File: config.mk
export PLATFORM = sky130hd
export DESIGN_NAME = doodle_motion
export DESIGN_NICKNAME = d
export VERILOG_FILES = /design/src/rtl/doodle_pkg.sv /design/src/rtl/frame_tick_gen.sv /design/src/rtl/doodle_motion.sv
export SDC_FILE = /design/constraint.sdc
export NUM_CORES = 1
export LEC_CHECK = 0
export CAP_MARGIN = 20
export CORE_MARGIN = 4
export CORE_UTILIZATION = 40
export CTS_CLUSTER_SIZE = 12
export DETAILED_ROUTE_END_ITERATION = 16
export GPL_ROUTABILITY_DRIVEN = 0
export PLACE_DENSITY_LB_ADDON = 0.25
export SLEW_MARGIN = 20
export SYNTH_ARGS = -nofsm -noshare
export SYNTH_HDL_FRONTEND = slang
export SYNTH_SLANG_ARGS = --single-unit
File: constraint.sdc
create_clock -name Clk -period 8 [get_ports Clk]
set_clock_uncertainty 0.2 [all_clocks]
set_input_delay 1.6 -clock Clk [delete_from_list [all_inputs] [get_ports Clk]]
set_output_delay 1.6 -clock Clk [all_outputs]
set_load 0.005 [all_outputs]
File: src/rtl/doodle_pkg.sv
// Shared doodle definitions: FSM states, screen geometry and keyboard codes.
package doodle_pkg;

  typedef enum logic [1:0] {
    IDLE = 2'd0,
    RISE = 2'd1,
    FALL = 2'd2,
    DEAD = 2'd3
  } state_t;

  localparam int unsigned H_RES = 640;
  localparam int unsigned V_RES = 480;

  localparam logic [7:0] KEY_A     = 8'h04;
  localparam logic [7:0] KEY_D     = 8'h07;
  localparam logic [7:0] KEY_SPACE = 8'h2C;

endpackage

File: src/rtl/frame_tick_gen.sv
// Brings the VGA vertical sync into the Clk domain and emits a one-Clk tick per rising edge.
module frame_tick_gen (
  input  logic Clk,
  input  logic Reset_n,
  input  logic frame_clk,
  output logic frame_tick
);

  logic sync1, sync2, sync2_d;

  always_ff @(posedge Clk or negedge Reset_n) begin
    if (!Reset_n) begin
      sync1      <= 1'b0;
      sync2      <= 1'b0;
      sync2_d    <= 1'b0;
      frame_tick <= 1'b0;
    end else begin
      sync1      <= frame_clk;
      sync2      <= sync1;
      sync2_d    <= sync2;
      frame_tick <= sync2 & ~sync2_d;
    end
  end

endmodule

File: src/rtl/doodle_motion.sv
// Per-frame doodle motion: gravity, platform landing, steering, edge wrap and death.
module doodle_motion
  import doodle_pkg::*;
#(
  parameter int START_X  = 320,
  parameter int START_Y  = 240,
  parameter int DOODLE_W = 8,
  parameter int DOODLE_H = 16,
  parameter int PLAT_W   = 64,
  parameter int JUMP_V   = 12,
  parameter int MAX_FALL = 10,
  parameter int STEP_X   = 2
) (
  input  logic       Clk,
  input  logic       Reset_n,
  input  logic       frame_clk,
  input  logic [7:0] keycode,
  input  logic [9:0] PlatX,
  input  logic [9:0] PlatY,
  output logic [9:0] DoodleX,
  output logic [9:0] DoodleY,
  output logic [7:0] DoodleVY,
  output logic [1:0] state_o,
  output logic       land_p,
  output logic       dead_p
);

  localparam logic signed [10:0] VRES_S = 11'(V_RES);
  localparam logic signed [10:0] HRES_S = 11'(H_RES);
  localparam logic signed [10:0] DH_S   = 11'(DOODLE_H);
  localparam logic signed [10:0] STEP_S = 11'(STEP_X);
  localparam logic [10:0]        DW_U   = 11'(DOODLE_W);
  localparam logic [10:0]        PW_U   = 11'(PLAT_W);
  localparam logic signed [7:0]  JUMP_S = 8'(JUMP_V);
  localparam logic signed [7:0]  MAXF_S = 8'(MAX_FALL);

  logic frame_tick;

  frame_tick_gen u_tick (
    .Clk       (Clk),
    .Reset_n   (Reset_n),
    .frame_clk (frame_clk),
    .frame_tick(frame_tick)
  );

  state_t            state_q, state_d;
  logic [9:0]        x_q, x_d, y_q, y_d;
  logic signed [7:0] vy_q, vy_d;
  logic              land_d, dead_d;

  logic signed [10:0] y_s, y_sum, bot_old, bot_new, plat_y_s, x_s, x_mv;
  logic signed [7:0]  vy_inc, vy_nxt;
  logic               overlap, landing;

  always_comb begin
    y_s      = signed'({1'b0, y_q});
    y_sum    = y_s + 11'(vy_q);
    bot_old  = y_s + DH_S;
    bot_new  = y_sum + DH_S;
    plat_y_s = signed'({1'b0, PlatY});
    // Overlap and landing use the X held before this tick's steering move.
    overlap  = (({1'b0, x_q} + DW_U) > {1'b0, PlatX}) &&
               ({1'b0, x_q} < ({1'b0, PlatX} + PW_U));
    landing  = (state_q == FALL) && (vy_q > 8'sd0) &&
               (bot_old <= plat_y_s) && (bot_new >= plat_y_s) && overlap;

    vy_inc = vy_q + 8'sd1;
    vy_nxt = (vy_inc > MAXF_S) ? MAXF_S : vy_inc;

    x_s  = signed'({1'b0, x_q});
    x_mv = x_s;
    if (keycode == KEY_A)      x_mv = x_s - STEP_S;
    else if (keycode == KEY_D) x_mv = x_s + STEP_S;
    if (x_mv < 11'sd0)         x_mv = x_mv + HRES_S;
    else if (x_mv >= HRES_S)   x_mv = x_mv - HRES_S;
  end

  always_comb begin
    state_d = state_q;
    x_d     = x_q;
    y_d     = y_q;
    vy_d    = vy_q;
    land_d  = 1'b0;
    dead_d  = 1'b0;
    if (frame_tick) begin
      case (state_q)
        IDLE: begin
          if (keycode == KEY_SPACE) begin
            state_d = RISE;
            vy_d    = -JUMP_S;
          end
        end
        RISE, FALL: begin
          if (landing) begin
            state_d = RISE;
            x_d     = x_mv[9:0];
            y_d     = 10'(plat_y_s - DH_S);
            vy_d    = -JUMP_S;
            land_d  = 1'b1;
          end else if ((state_q == FALL) && (y_sum >= VRES_S)) begin
            state_d = DEAD;
            dead_d  = 1'b1;
          end else begin
            x_d = x_mv[9:0];
            if (y_sum < 11'sd0) begin
              y_d     = '0;
              vy_d    = '0;
              state_d = FALL;
            end else begin
              y_d  = y_sum[9:0];
              vy_d = vy_nxt;
              if (vy_nxt >= 8'sd0) state_d = FALL;
            end
          end
        end
        DEAD: begin
          if (keycode == KEY_SPACE) begin
            state_d = IDLE;
            x_d     = 10'(START_X);
            y_d     = 10'(START_Y);
            vy_d    = '0;
          end
        end
        default: state_d = IDLE;
      endcase
    end
  end

  always_ff @(posedge Clk or negedge Reset_n) begin
    if (!Reset_n) begin
      state_q <= IDLE;
      x_q     <= 10'(START_X);
      y_q     <= 10'(START_Y);
      vy_q    <= '0;
      land_p  <= 1'b0;
      dead_p  <= 1'b0;
    end else begin
      state_q <= state_d;
      x_q     <= x_d;
      y_q     <= y_d;
      vy_q    <= vy_d;
      land_p  <= land_d;
      dead_p  <= dead_d;
    end
  end

  assign DoodleX  = x_q;
  assign DoodleY  = y_q;
  assign DoodleVY = vy_q;
  assign state_o  = state_q;

endmodule

==> qor.csv, run 1 <==
metric,value,unit
place_ws,2480,ps
area_growth,17.4,%
drt-pass1-iter-count,5,
die_w,113,um
ys_types,77,
cts_root_buf,clkbuf_8,
synth_top_area_cell,ha_1,
clock_latency,300,ps
ant_nets,0,
crit_arrival,5430,ps
via_per_inst,5.86,
rsz0062_at_grt,no,
first_global_vias,4020,
slew_viol_final,0,
grt_pass1_wl,20200,um
dieArea,12900,um2
final_area,5230,um2
crit_type,reg2reg,
critPathLaunchType,flip-flop,
tritoncts,done,
synth_seq_area_share,19.9,%
relSlewSlack,34.6,%
ys_warn_count,0,
hp-class,reg2reg,
synth_top_cell_area_share,18.0,%
worst_ep_required_time,8000,ps
synth_nets,649,
diodes,0,
wl_per_cell,16.9,um
die_h,113,um
maxCapViolations,0,
antenna_found_initial,0,
finalCritPeriodShare,67.9,%
fmax,0.184,GHz
period_needed,5440,ps
dp_hpwl,9780,um
finalSetupTns,0,ps
synthFlopType,dfrtp_1,
synth-edff-count,0,
synthCells,553,
async_reset_ff_share,100,%
fin_util,48.2,%
setup_ws,2560,ps
power_density,333,nW/um2
final_cell_count_no_fill,739,
setup_viol_count_final,0,
io-pin-count,63,
port_buffers,61,
drive_above_1_share,6.01,%
tightestPinTransition,981,ps
wl,12500,um
clockBufferDepth,2,
fin_nets,694,
crit_path_end_kind,flip-flop,
initial_core_util,41.0,%
p_leak,0.00218,uW
status,"finished, final reports clean",
yosysMostFrequentCell,ha_1,
num_rows,38,
drt-initial-drc-count,413,
clk_pin_slew,80,ps
dpl-instance-area,5110,um2
cts_setup_buffers,0,
dp.cells,731,
cts_buffers,5,
post_cts_resized,0,
drc,0,
overflow,0,
synth-seq-cells,35,
ctsHoldBuffers,0,
grtUsageTotal,19.1,%
avgSynthCellArea,8.05,um2
routed-via-count,4334,
synth_common_cells,"ha_1 (64), inv_1 (46), nand2_1 (41), nor2_1 (38), a21oi_1 (35)",
ir_worst_vdd,194,uV
htreeDepth,2,
core_area,10800,um2
finalHoldViolCount,0,
crit_fanout,29,
syn-cell-area,4450,um2
synth_area_leaders,"ha_1 (18%), dfrtp_1 (16%), xnor2_1 (5.7%)",
clock-sinks,35,
grt_start_max_net_pins,36,
-- metrics by stage --
stage / power, uW / hold slack [ps]
after floorplan: 1200 / 131
after global placement: 1540 / 138
after detailed placement: 1550 / 140
after CTS: 1730 / 158
after global routing: 1900 / 169
final: 1740 / 157
-- worst max-delay path, stage by stage (launching register included) --
cell       delay (ps)
dfrtp_1           480
ha_1              230
inv_1              70
fa_1              410
nor2b_2           180
o2111a_1          220
nor2_1             70
o211ai_1          440
nand4_1           180
xor2_1            180
ha_1              300
nor2_1             50
a2111oi_2         220
o311ai_1          150
and4bb_1          550
a2111oi_4         170
or4b_4            730
o221a_1           290
o32ai_1           200
-- sequential cells by signal, summed over array words and instances, names as in the netlist --
register           flops
DoodleVY               8
DoodleX                9
DoodleY               10
dead_p                 1
land_p                 1
state_o                2
u_tick.frame_tick      1
u_tick.sync1           1
u_tick.sync2           1
u_tick.sync2_d         1
-- where the power goes --
part / internal, uW / switching (uW)
logic: 517 / 713
clock network: 94.5 / 73.1
registers: 233 / 110
total: 844 / 896
-- per-layer routing --
metal,wire length (um),GRT usage (%)
met1,5880,27.4
met4,264,5.77
met2,5580,30.3
met3,732,2.02
met5,0,0
-- layout by cell type (no fill, tap or decap), types with 6 or more instances in the layout --
cell / count
nand3_1: 24
xnor2_1: 29
dfrtp_1: 29
o31ai_1: 8
nor2_1: 38
clkdlybuf4s50_1: 60
a221oi_1: 6
ha_1: 64
nor3_1: 17
a22oi_1: 7
dfstp_2: 6
nand2_1: 41
xor2_1: 9
a21o_1: 7
nand4_1: 11
a211oi_1: 7
inv_1: 46
a21oi_1: 35
o21ai_0: 30
nand2b_1: 7
nor4_1: 8
-- area by class of cell --
cell class                 instances  area, um2
clock buffer                       5       68.8
clock inverter                     3       47.5
fill                            1073       5620
inverter                          46        173
multi-input combinational        447       3260
sequential                        35        883
tap                              140        175
timing repair buffer              63        621
-- logic make-up (layout without fill, tap and decap cells) --
kind of cell    after synthesis  in the layout  synth area share (%)
compound gates              159            159                  25.3
simple gates                181            181                  21.2
fa+ha+maj                    65             65                  18.4
buf+inv                      71            117                  6.95
flops                        35             35                  19.9
other cells                   1              1                0.0843
mux                           3              3                 0.675
xor+xnor                     38             38                  7.48
-- path summary, 6_finish.rpt --
check,cells past startpoint,slack [ps],start,end
min in group asynchronous,1,1190,Reset_n,DoodleVY[0]
worst min-delay path,0,160,u_tick.sync1,u_tick.sync2
max in group asynchronous,1,5890,Reset_n,state_o[0]
worst max register to register,18,2560,DoodleVY[0],DoodleX[2]
worst max-delay path,18,2560,DoodleVY[0],DoodleX[2]
worst min register to register,0,160,u_tick.sync1,u_tick.sync2
Note: power is estimated with default switching activity, not from simulation.
==> run 2, diff against run 1 <==
==> constraint.sdc (replaced) <==
create_clock -name Clk -period 5.3 [get_ports Clk]
set_clock_uncertainty 0.2 [all_clocks]
set_input_delay 1.06 -clock Clk [delete_from_list [all_inputs] [get_ports Clk]]
set_output_delay 1.06 -clock Clk [all_outputs]
set_load 0.005 [all_outputs]
==> run 2 against run 1 <==
Worst setup slack got worse by 2300 ps. Clock power rose by 17%. Final cell count up 2.3%. First-iteration DRC count down 19%. Maximum frequency up 8.1%. Critical endpoint unchanged. Non-clock buffer count increased by 16. Largest cell class unchanged. Sequential power grew 38%. Wire length increased by 7.5%. Global-route usage up 0.96 points.
==> qor.csv, run 2 (synthesis results as in run 1) <==
metric,value,unit
num_rows,38,
crit_arrival,5010,ps
critPathMaxStageDelay,710,ps
io-pin-count,63,
htreeDepth,2,
holdWs,161,ps
crit_fanout,15,
core_area,10800,um2
area_growth,20.1,%
clockBufferDepth,2,
setup_viol_count_final,0,
dpl-instance-area,5230,um2
port_buffers,61,
clock_latency,290,ps
ir_worst_vdd,429,uV
maxCapViolations,0,
drt-pass1-iter-count,4,
clock-sinks,35,
wl,13400,um
hold_depth,0,
die_w,113,um
crit_type,reg2reg,
grt_pass1_wl,21300,um
hp-class,reg2reg,
largest_reg_flops,10,
fmax,0.199,GHz
clk_pin_slew,80,ps
dp_hpwl,10300,um
ctsHoldBuffers,0,
antenna_found_initial,0,
mostFrequentLayoutCells,"ha_1 (63), clkdlybuf4s50_1 (60), inv_1 (46), nand2_1 (41), nor2_1 (37)",
critical-path-slowest-cell,or4b_4,
first_global_vias,4273,
crit_path_end_kind,flip-flop,
worst_ep_required_time,5280,ps
overflow,0,
routed-via-count,4437,
finalHoldViolCount,0,
finalCritPeriodShare,94.9,%
grtUsageTotal,20.1,%
dieArea,12900,um2
crit_family,compound AO/OA/AOI/OAI gates,
cts_root_buf,clkbuf_8,
tritoncts,done,
power_density,506,nW/um2
drive_above_1_share,9.25,%
drt-initial-drc-count,334,
diodes,0,
cts_buffers,5,
worst_path_most_repeated_cell,ha_1,
grt_start_max_net_pins,36,
cp_num_cells,16,
cp_cell_sequence,"ha_1, a21o_1, a2111oi_0, o21ai_0, o41ai_1, nor2_2, xor2_1, ha_1, nor2_1, a2111oi_2, o311ai_1, and4bb_2, nor4_2, or4b_4, o221a_1, o32ai_1",
critPathBufInv,0,
p_leak,0.00226,uW
place_ws,210,ps
drc,0,
setup_ws,273,ps
via_per_inst,5.87,
die_h,113,um
fin_nets,711,
initial_core_util,41.0,%
period_needed,5030,ps
relSlewSlack,42.3,%
slew_viol_final,0,
tightestPinTransition,866,ps
final_area,5340,um2
critPathLaunchType,flip-flop,
finalSetupTns,0,ps
ant_nets,0,
layout_commonest_cell,ha_1,
status,"finished, final reports clean",
worst-r2r-cell-count,16,
wl_per_cell,17.7,um
-- run 2: cell types whose count changed in the layout (fill, tap and decap cells not counted), moves of 2 or more --
cell      before  now
buf_4          2   18
clkbuf_1       0    2
xnor2_1       29   27
xnor2_2        0    2
-- run 2: path summary, 6_finish.rpt --
check	start	to	slack, ps
min reg2reg	u_tick.sync1	u_tick.sync2	160
max reg2reg	DoodleY[6]	DoodleX[2]	270
max	DoodleY[6]	DoodleX[2]	270
min in group asynchronous	Reset_n	DoodleY[2]	670
max in group asynchronous	Reset_n	DoodleVY[0]	3630
min	u_tick.sync1	u_tick.sync2	160
-- run 2: stage by stage --
stage               std cells  total power (uW)  util (%)
floorplan                 553              1820         -
global placement          747              2400      48.2
detailed placement        747              2440      48.2
CTS                       755              2650      49.0
global route              756              2940      49.3
finish                    756              2700      49.3
-- run 2: report_power, final --
group / switching, uW / internal (uW)
registers: 121 / 353
logic: 1170 / 866
clock network: 103 / 92.5
total: 1390 / 1310
-- run 2: final cells by class --
cell class | instances | area, um2
inverter | 46 | 173
tap | 140 | 175
fill | 1065 | 5500
clock buffer | 7 | 76.3
timing repair buffer | 79 | 741
multi-input combinational | 448 | 3290
clock inverter | 1 | 5.00
sequential | 35 | 885
-- run 2: metal layers --
metal	routed length, um	vias up	GRT usage, %
met4	250	0	4.89
met2	6040	128	32.1
met5	0	-	0
met1	6380	2118	28.2
met3	715	21	3.45
li1	-	2170	-
-- run 2: repair_timing --
item | in CTS | in global routing
setup endpoints to repair | 0 | 7
setup buffers | 0 | 0
resized for setup | 0 | 5
==> run 3, diff against run 2 <==
--- a/config.mk
+++ b/config.mk
@@ -12,6 +12,7 @@
 export DETAILED_ROUTE_END_ITERATION = 16
 export GPL_ROUTABILITY_DRIVEN = 0
 export PLACE_DENSITY_LB_ADDON = 0.25
+export SETUP_SLACK_MARGIN = 0.05
 export SLEW_MARGIN = 20
 export SYNTH_ARGS = -nofsm -noshare
 export SYNTH_HDL_FRONTEND = slang
==> run 3 against run 2 <==
Sequential cell count unchanged. Register-to-register slack about the same. Non-clock buffer count increased by 3. Power increased by 0.51%. Critical path depth unchanged. Worst setup slack got worse by 13 ps. First-iteration DRC count decreased by 3.0%. Critical endpoint is now DoodleY[9]. Highest routed layer unchanged.
==> qor.csv, run 3 (synthesis results as in run 1) <==
metric,value,unit
status,"finished, final reports clean",
seq_power_share,17.4,%
drt-initial-drc-count,324,
overflow,0,
cts_root_buf,clkbuf_8,
critical-path-slowest-cell,or4b_2,
p_int,1320,uW
p_switching,1400,uW
initial_core_util,41.0,%
cts_buffers,5,
area_growth,20.8,%
pwr-share-clk,7.2,%
core_area,10800,um2
p_comb_share,75.4,%
antenna_found_initial,0,
rsz0062_at_grt,no,
grt_start_max_net_pins,36,
tightestPinTransition,858,ps
relSlewSlack,42.8,%
clock_latency,290,ps
crit_fanout,14,
via_per_inst,5.88,
largest_reg_flops,10,
layout_commonest_cell,ha_1,
clock-sinks,35,
drive_above_1_share,9.69,%
finalHoldViolCount,0,
die_h,113,um
ctsHoldBuffers,0,
diodes,0,
grtUsageTotal,20.1,%
io-pin-count,63,
hp-class,reg2reg,
setup_viol_count_final,0,
die_w,113,um
p_sw_share,51.5,%
wl_per_cell,17.7,um
tritoncts,done,
fin_nets,714,
drc,0,
critPathMaxStageDelay,920,ps
maxCapViolations,0,
mostFrequentLayoutCells,"ha_1 (63), clkdlybuf4s50_1 (60), inv_1 (46), nand2_1 (41), nor2_1 (37)",
place_ws,210,ps
clockBufferDepth,2,
finalCritPeriodShare,95.1,%
ant_nets,0,
holdWs,161,ps
slew_viol_final,0,
first_global_vias,4273,
num_rows,38,
critPathLaunchType,flip-flop,
crit_type,reg2reg,
period_needed,5040,ps
ir_worst_vdd,435,uV
wl,13500,um
htreeDepth,2,
power_density,506,nW/um2
finalSetupTns,0,ps
crit_path_end_kind,flip-flop,
port_buffers,61,
grt_pass1_wl,21300,um
dp_hpwl,10300,um
fmax,0.198,GHz
p_leak,0.00227,uW
cp_cell_sequence,"ha_1, a21o_1, a2111oi_0, o21ai_0, o41ai_1, nor2_2, xor2_1, ha_1, nor2_1, a2111oi_2, o311ai_1, and4bb_2, nor4_4, or4b_2, nand2_1, o31ai_2",
drt-pass1-iter-count,4,
crit_arrival,4990,ps
routed-via-count,4463,
dieArea,12900,um2
worst_ep_required_time,5250,ps
setup_ws,259,ps
worst_path_most_repeated_cell,ha_1,
clk_pin_slew,80,ps
-- run 3: cell count changes in the layout (fill, tap and decap cells not counted), sizes merged --
cell | previous run | this run
buf | 19 | 22
-- run 3: power groups by stage --
stage	sequential (uW)	combinational (uW)	clock (uW)
finish	472	2050	195
CTS	470	1980	203
floorplan	447	1370	0
global route	488	2260	210
global placement	473	1930	0
detailed placement	475	1960	0
-- run 3: timing repair --
item | in CTS | in global routing
buffers inserted | 0 | 3
setup endpoints to repair | 0 | 14
gates resized for setup | 0 | 6
-- run 3: critical path: cells and delay by family (launching register included) --
family / cells / cell delay (ps)
compound gates: 7 / 1390
xor+xnor: 1 / 200
fa+ha+maj: 2 / 650
flops: 1 / 610
simple gates: 6 / 1850
-- run 3: metrics by stage --
step	total power [uW]	std cells	cell area, um2	util, %
3_3_place_gp	2400	747	5230	48.2
2_1_floorplan	1820	553	4450	-
4_1_cts	2650	755	5310	49.0
5_1_grt	2960	759	5370	49.6
3_5_place_dp	2440	747	5230	48.2
6_report	2720	759	5370	49.6
-- run 3: final timing paths --
kind	startpoint	depth (start not counted)	to	slack, ps
setup / recovery	DoodleY[6]	16	DoodleY[9]	260
hold / removal	u_tick.sync1	0	u_tick.sync2	160
setup reg to reg	DoodleY[6]	16	DoodleY[9]	260
hold reg to reg	u_tick.sync1	0	u_tick.sync2	160
max in group asynchronous	Reset_n	1	DoodleVY[0]	3640
min in group asynchronous	Reset_n	1	DoodleY[2]	680
-- run 3: layout make-up --
| cell class | count | area [um2] |
|---|---|---|
| Timing Repair Buffer | 82 | 763 |
| Clock inverter | 1 | 5.00 |
| Tap cell | 140 | 175 |
| Inverter | 46 | 173 |
| Fill cell | 1060 | 5470 |
| Sequential cell | 35 | 885 |
| Clock buffer | 7 | 76.3 |
| Multi-Input combinational cell | 448 | 3300 |
-- run 3: routing by layer --
layer / vias to the layer above / wire length (um) / track usage (%)
met5: - / 0 / 0
met4: 0 / 273 / 4.89
met3: 23 / 797 / 3.45
met2: 147 / 6100 / 32.1
met1: 2118 / 6290 / 28.2
li1: 2175 / - / -
